`config.mk`:
```
export PLATFORM = sky130hd
export DESIGN_NAME = uart_store_replay_flat
export DESIGN_NICKNAME = d
export VERILOG_FILES = /design/src/rtl/uart_store_replay_if.sv /design/src/rtl/uart_store_replay.sv /design/src/flat_wrapper.sv
export SDC_FILE = /design/constraint.sdc
export NUM_CORES = 2
export LEC_CHECK = 0
export BUFFER_PORTS_ARGS = -buffer_cell sky130_fd_sc_hd__buf_2
export CORE_MARGIN = 2
export CORE_UTILIZATION = 60
export CTS_CLUSTER_DIAMETER = 200
export CTS_CLUSTER_SIZE = 28
export DETAILED_ROUTE_END_ITERATION = 6
export GPL_TIMING_DRIVEN = 0
export PLACE_DENSITY = 0.85
export SETUP_SLACK_MARGIN = 0.4
export SYNTH_ARGS = -nofsm -noshare
export SYNTH_HDL_FRONTEND = slang
export SYNTH_SLANG_ARGS = --single-unit
```
`constraint.sdc`:
```
create_clock -name clk -period 20.2 [get_ports clk]
set_input_delay 5.05 -clock clk [delete_from_list [all_inputs] [get_ports clk]]
set_output_delay 5.05 -clock clk [all_outputs]
set_load 0.01 [all_outputs]
```
`src/rtl/uart_store_replay_if.sv`:
```
// uart_store_replay_if: bundles the data, button, status and UART handshake signals of
// uart_store_replay.
//   master : UART core / button / supervisor side (drives rx, button, clear, mode, busy flag)
//   slave  : uart_store_replay side (drives transmit request, tx symbol and status)
interface uart_store_replay_if #(
   parameter int unsigned DATA_W = 8,
   parameter int unsigned ADDR_W = 8
);
   logic              received;
   logic [DATA_W-1:0] rx_byte;
   logic              btn_pressed;
   logic              clear;
   logic [1:0]        case_mode;
   logic              is_transmitting;
   logic              transmit;
   logic [DATA_W-1:0] tx_byte;
   logic [ADDR_W:0]   count;
   logic              empty;
   logic              full;
   logic              overflow;
   logic              busy;

   modport master (
      output received, rx_byte, btn_pressed, clear, case_mode, is_transmitting,
      input  transmit, tx_byte, count, empty, full, overflow, busy
   );

   modport slave (
      input  received, rx_byte, btn_pressed, clear, case_mode, is_transmitting,
      output transmit, tx_byte, count, empty, full, overflow, busy
   );
endinterface

```
`src/rtl/uart_store_replay.sv`:
```
// uart_store_replay: stores received symbols (with optional ASCII case conversion) in a circular
// buffer and replays the whole buffer over the UART transmit handshake on each button press.
// Ports:
//   clk   : system clock, rising edge
//   reset : synchronous, active-low
//   bus   : uart_store_replay_if.slave (rx pulse/data, button, clear, case_mode, UART busy in;
//           transmit, tx_byte, count, empty, full, overflow, busy out)
module uart_store_replay #(
   parameter int unsigned DATA_W    = 8,
   parameter int unsigned DEPTH     = 256,
   parameter int unsigned ADDR_W    = 8,
   parameter bit          OVERWRITE = 1'b0
) (
   input logic                clk,
   input logic                reset,
   uart_store_replay_if.slave bus
);

   typedef enum logic [2:0] {StIdle, StLoad, StWait, StSend, StNext} state_e;

   localparam logic [ADDR_W:0] DepthCnt = (ADDR_W + 1)'(DEPTH);

   state_e            state_q, state_d;
   logic [DATA_W-1:0] mem [DEPTH];
   logic [ADDR_W-1:0] wr_ptr_q, wr_ptr_d;
   logic [ADDR_W-1:0] rd_base_q, rd_base_d;
   logic [ADDR_W-1:0] rd_idx_q, rd_idx_d;
   logic [ADDR_W:0]   count_q, count_d;
   logic [ADDR_W:0]   remain_q, remain_d;
   logic              overflow_q, overflow_d;
   logic              btn_prev_q;
   logic [DATA_W-1:0] tx_byte_q, tx_byte_d;
   logic              mem_we;
   logic [DATA_W-1:0] wr_data;
   logic [7:0]        lo;
   logic              is_lower, is_upper;
   logic              full, btn_edge;

   // Case conversion touches only the low byte; wider symbols keep their upper bits.
   always_comb begin
      wr_data  = bus.rx_byte;
      lo       = bus.rx_byte[7:0];
      is_lower = (lo >= 8'h61) && (lo <= 8'h7a);
      is_upper = (lo >= 8'h41) && (lo <= 8'h5a);
      case (bus.case_mode)
         2'd1: if (is_lower) wr_data[7:0] = lo - 8'h20;
         2'd2: if (is_upper) wr_data[7:0] = lo + 8'h20;
         2'd3: begin
            if (is_lower)      wr_data[7:0] = lo - 8'h20;
            else if (is_upper) wr_data[7:0] = lo + 8'h20;
         end
         default: ;
      endcase
   end

   assign full     = (count_q == DepthCnt);
   assign btn_edge = bus.btn_pressed & ~btn_prev_q;

   always_comb begin
      state_d    = state_q;
      wr_ptr_d   = wr_ptr_q;
      rd_base_d  = rd_base_q;
      rd_idx_d   = rd_idx_q;
      count_d    = count_q;
      remain_d   = remain_q;
      overflow_d = overflow_q;
      tx_byte_d  = tx_byte_q;
      mem_we     = 1'b0;

      unique case (state_q)
         StIdle: begin
            // clear wins over a same-cycle receive
            if (bus.clear) begin
               wr_ptr_d   = '0;
               rd_base_d  = '0;
               count_d    = '0;
               overflow_d = 1'b0;
            end else if (bus.received) begin
               if (!full) begin
                  mem_we   = 1'b1;
                  wr_ptr_d = wr_ptr_q + ADDR_W'(1);
                  count_d  = count_q + (ADDR_W + 1)'(1);
               end else if (OVERWRITE) begin
                  // Full ring: wr_ptr == rd_base, so the oldest entry is the one replaced.
                  mem_we     = 1'b1;
                  wr_ptr_d   = wr_ptr_q + ADDR_W'(1);
                  rd_base_d  = rd_base_q + ADDR_W'(1);
                  overflow_d = 1'b1;
               end else begin
                  overflow_d = 1'b1;
               end
            end
            if (btn_edge && (count_q != '0)) begin
               state_d  = StLoad;
               rd_idx_d = rd_base_q;
               remain_d = count_q;
            end
         end
         StLoad: begin
            tx_byte_d = mem[rd_idx_q];
            state_d   = StWait;
         end
         StWait: if (bus.is_transmitting)  state_d = StSend;
         StSend: if (!bus.is_transmitting) state_d = StNext;
         StNext: begin
            rd_idx_d = rd_idx_q + ADDR_W'(1);
            remain_d = remain_q - (ADDR_W + 1)'(1);
            state_d  = (remain_q == (ADDR_W + 1)'(1)) ? StIdle : StLoad;
         end
         default: state_d = StIdle;
      endcase

      // Symbols arriving during replay are lost.
      if (bus.received && (state_q != StIdle)) overflow_d = 1'b1;
   end

   always_ff @(posedge clk) begin
      if (!reset) begin
         state_q    <= StIdle;
         wr_ptr_q   <= '0;
         rd_base_q  <= '0;
         rd_idx_q   <= '0;
         count_q    <= '0;
         remain_q   <= '0;
         overflow_q <= 1'b0;
         btn_prev_q <= 1'b0;
         tx_byte_q  <= '0;
      end else begin
         state_q    <= state_d;
         wr_ptr_q   <= wr_ptr_d;
         rd_base_q  <= rd_base_d;
         rd_idx_q   <= rd_idx_d;
         count_q    <= count_d;
         remain_q   <= remain_d;
         overflow_q <= overflow_d;
         btn_prev_q <= bus.btn_pressed;
         tx_byte_q  <= tx_byte_d;
      end
   end

   // Storage is not reset; a write is only ever enabled in IDLE with reset deasserted.
   always_ff @(posedge clk) begin
      if (reset && mem_we) mem[wr_ptr_q] <= wr_data;
   end

   assign bus.transmit = (state_q == StWait);
   assign bus.busy     = (state_q != StIdle);
   assign bus.tx_byte  = tx_byte_q;
   assign bus.count    = count_q;
   assign bus.empty    = (count_q == '0);
   assign bus.full     = full;
   assign bus.overflow = overflow_q;

endmodule

```
`src/flat_wrapper.sv`:
```
// flat-port wrapper written by rule: the top's interface ports become plain ports
module uart_store_replay_flat 
#(
   parameter int unsigned DATA_W    = 8,
   parameter int unsigned DEPTH     = 256,
   parameter int unsigned ADDR_W    = 8,
   parameter bit          OVERWRITE = 1'b0
)
  (clk, reset, bus_received, bus_rx_byte, bus_btn_pressed, bus_clear, bus_case_mode, bus_is_transmitting, bus_transmit, bus_tx_byte, bus_count, bus_empty, bus_full, bus_overflow, bus_busy);
  uart_store_replay_if #(.DATA_W(DATA_W), .ADDR_W(ADDR_W)) bus_i ();
  input logic clk;
  input logic reset;
  input wire logic [$bits(bus_i.received)-1:0] bus_received;
  input wire logic [$bits(bus_i.rx_byte)-1:0] bus_rx_byte;
  input wire logic [$bits(bus_i.btn_pressed)-1:0] bus_btn_pressed;
  input wire logic [$bits(bus_i.clear)-1:0] bus_clear;
  input wire logic [$bits(bus_i.case_mode)-1:0] bus_case_mode;
  input wire logic [$bits(bus_i.is_transmitting)-1:0] bus_is_transmitting;
  output wire logic [$bits(bus_i.transmit)-1:0] bus_transmit;
  output wire logic [$bits(bus_i.tx_byte)-1:0] bus_tx_byte;
  output wire logic [$bits(bus_i.count)-1:0] bus_count;
  output wire logic [$bits(bus_i.empty)-1:0] bus_empty;
  output wire logic [$bits(bus_i.full)-1:0] bus_full;
  output wire logic [$bits(bus_i.overflow)-1:0] bus_overflow;
  output wire logic [$bits(bus_i.busy)-1:0] bus_busy;
  assign bus_i.received = bus_received;
  assign bus_i.rx_byte = bus_rx_byte;
  assign bus_i.btn_pressed = bus_btn_pressed;
  assign bus_i.clear = bus_clear;
  assign bus_i.case_mode = bus_case_mode;
  assign bus_i.is_transmitting = bus_is_transmitting;
  assign bus_transmit = bus_i.transmit;
  assign bus_tx_byte = bus_i.tx_byte;
  assign bus_count = bus_i.count;
  assign bus_empty = bus_i.empty;
  assign bus_full = bus_i.full;
  assign bus_overflow = bus_i.overflow;
  assign bus_busy = bus_i.busy;
  uart_store_replay #(.DATA_W(DATA_W), .DEPTH(DEPTH), .ADDR_W(ADDR_W), .OVERWRITE(OVERWRITE)) u_core (.clk(clk), .reset(reset), .bus(bus_i));
endmodule
```
==> impl_metrics.py <==
metrics = {
    "grt": {
        "grt_pass1_vias": 43997,
        "antenna_found_initial": 19,
        "grt_overflow_total": 0,
        "grt_pass1_wl_um": 337000,
        "grt_usage_pct": 35.0,
        "grt_max_degree": 153,
    },
    "setup_path": {
        "worst_ep_arrival_time_ps": 8320,
        "worstPathCellList": "buf_2 -> nand4b_1 -> nor3_1 -> nand2_1 -> clkbuf_1 -> nor2_1",
        "max_stage_delay_ps": 970,
        "worstSetupStartpointType": "primary input",
        "cp_max_fo": 10,
        "cp-end-kind": "register",
        "reg2reg_from": "u_core.rd_idx_q[4]",
        "rr_worst_depth": 9,
        "cp_data_required_time_ps": 20600,
        "r2r-end": "u_core.bus.tx_byte[7]",
        "r2r_setup_slack_ps": 14580,
        "cpMaxStageDelayCell": "nor2_1",
        "worstSetupPathType": "in -> reg",
    },
    "cts": {
        "root_buffer": "clkbuf_16",
        "postCtsHoldBufs": 0,
        "numCtsBuffers": 84,
        "worstSkewPairLatency_ps": 800,
        "cts_max_level": 3,
        "clock_sinks": 2095,
        "path_clk_slew_ps": 110,
        "post_cts_buffers": 0,
        "cts_tree": "yes",
        "cts-resized-gates": 0,
        "cts_buffer_depth": 3,
    },
    "logic_synthesis": {
        "ys_seq_elements": 2095,
        "synth.top_cells.by_area": "edfxtp_1 75%, mux4_2 12%, mux2i_1 3.1%, nor2_1 1.7%, dfxtp_1 1.1%",
        "yosysTopAreaCellShare_pct": 75.1,
        "synth_common_cells": "2048 x edfxtp_1, 420 x mux4_2, 362 x nor2_1, 255 x mux2i_1, 117 x clkbuf_1",
        "synth_seq_area_share_pct": 76.3,
        "syn-cell-area_um2": 81900,
        "yosysMostFrequentCell": "edfxtp_1",
        "syn_area_per_cell_um2": 19.9,
        "synth_enable_flop_cells": 2048,
        "synth-main-ff-cell": "edfxtp_1",
        "ys_types": 66,
        "syn_nets": 4141,
        "async_flop_share_pct": 0,
        "yosys_warnings": 0,
        "synthCells": 4113,
        "synth_area_leader_cell": "edfxtp_1",
    },
    "min_path": {
        "min_path_cells": 1,
        "min_path_type": "reg -> reg",
        "hold_path_startpoint": "u_core.remain_q[5]",
        "whs_endpoint": "u_core.remain_q[5]",
    },
    "die": {
        "die_width_um": 373,
        "start_util_pct": 60.4,
        "die_h_um": 373,
        "io_pins": 38,
        "die_area_um2": 139000,
        "core.rowCount": 135,
        "core_area_um2": 135000,
    },
    "timing": {
        "finalClockSkew_ps": 64.2,
        "slew_headroom_pct": -10.3,
        "fmax_ghz": 0.126,
        "final.period_utilization_pct": 39.2,
        "rsz0062_at_grt": "false",
        "worst_pin_slew_ps": 1660,
        "setup_viol": 0,
        "fin_crit_ps": 7920,
        "tns_ps": 0,
        "final_hold_viol_count": 0,
        "slew_violations": 99,
    },
    "detailed_routing": {
        "drt-initial-drc-count": 9914,
        "dr.pass1.iters": 7,
        "vias_per_cell": 7.63,
        "via_count": 46485,
        "drc": 37,
        "wl_um": 246000,
        "ant_nets": 0,
        "wl_per_cell_um": 40.4,
    },
    "placement": {
        "portBuffers": 37,
        "hpwl_um": 162000,
        "gp_congestion": 1.02,
    },
    "power": {
        "max-vdd-ir-drop_mv": 0.0756,
        "power_w": 0.00701,
        "power_density_nw_per_um2": 80.1,
        "p_leak_nw": 25.5,
    },
    "layout": {
        "fin_nets": 4297,
        "drive_gt1_share_pct": 16.7,
        "fill_cells": 8447,
        "syn2layout_area_growth_pct": 6.81,
    },
    "outcome": {
        "status": "finished with violations",
        "violations": "DRC, capacitance limit, slew limit",
    },
    "flow_run": {
        "cap_violations": 10,
    },
}
-- layout make-up --
class,count,area (um2),share of cell area (%)
timing repair buffer,70,900,1.03
tap,1781,2230,2.55
clock inverter,4,52.6,0.0601
antenna,10,25.0,0.0286
inverter,17,63.8,0.0730
buffer,248,1420,1.63
clock buffer,115,2300,2.63
sequential,2095,62400,71.4
multi-input combinational,1753,18000,20.6
-- metal layers --
metal | track usage (%) | vias up | part of all wire (%)
met4 | 23.0 | 16 | 8.5
met2 | 50.4 | 5010 | 43
met1 | 44.5 | 23204 | 31
li1 | - | 17177 | -
met5 | 0.446 | - | 0.11
met3 | 14.0 | 1078 | 17
-- flip-flops by register name (all words and copies together), names as in the netlist --
register / flops
u_core.rd_idx_q: 8
u_core.mem: 2048
u_core.wr_ptr_q: 8
u_core.remain_q: 9
u_core.btn_prev_q: 1
u_core.bus.tx_byte: 8
u_core.bus.count: 9
u_core.state_q: 3
u_core.bus.overflow: 1
-- kinds of logic after synthesis --
family	share of synthesized area, %
xor+xnor	0.0535
simple gates	3.43
fa+ha+maj	0.183
buf+inv	1.81
flops	76.3
compound gates	3.59
mux	14.7
-- worst max-delay path: cells and delay by family --
kind          cells  cell delay, ps
simple gates      4            2580
buf+inv           2             670
-- cell usage in the layout (no fill, tap or decap), types with 42 or more instances in the layout --
cell type  count
buf_6         42
nand2_1       91
a21oi_1       62
dfxtp_1       47
clkbuf_16     88
o21ai_0       51
mux4_2       420
mux2i_1      255
o22ai_1       98
edfxtp_1    2048
clkbuf_1     141
buf_2         80
nor2_1       361
-- worst max-delay path by stage --
stage / start / to / cells past startpoint / slack, ps
2_1_floorplan: bus_rx_byte[5] / u_core.mem[0][6] / 7 / 1840
3_3_place_gp: bus_rx_byte[3] / u_core.mem[248][7] / 6 / -12070
3_5_place_dp: bus_clear / u_core.mem[26][1] / 6 / 11670
4_1_cts: bus_clear / u_core.mem[26][7] / 6 / 12490
5_1_grt: bus_clear / u_core.mem[28][1] / 6 / 12220
6_report: bus_clear / u_core.mem[79][7] / 6 / 12280
-- per-stage QoR --
step | cell area [um2] | worst slack, ps | util [%] | std cells | hold slack [ps]
finish | 87500 | 12280 | 64.6 | 6093 | 498
global route | 87400 | 12220 | 64.5 | 6083 | 524
CTS | 87400 | 12490 | 64.5 | 6082 | 499
detailed placement | 85100 | 11670 | 62.8 | 5963 | 483
global placement | 84300 | -12070 | 62.2 | 5931 | 469
floorplan | 81900 | 1840 | - | 4113 | 451
-- where the power goes --
| group | leakage [nW] | switching (W) | internal, W |
|---|---|---|---|
| clock | 1.14 | 0.00129 | 0.000809 |
| combinational | 5.65 | 0.000111 | 0.0000279 |
| sequential | 18.8 | 0.00000321 | 0.00477 |
Note: power is estimated with default switching activity, not from simulation.
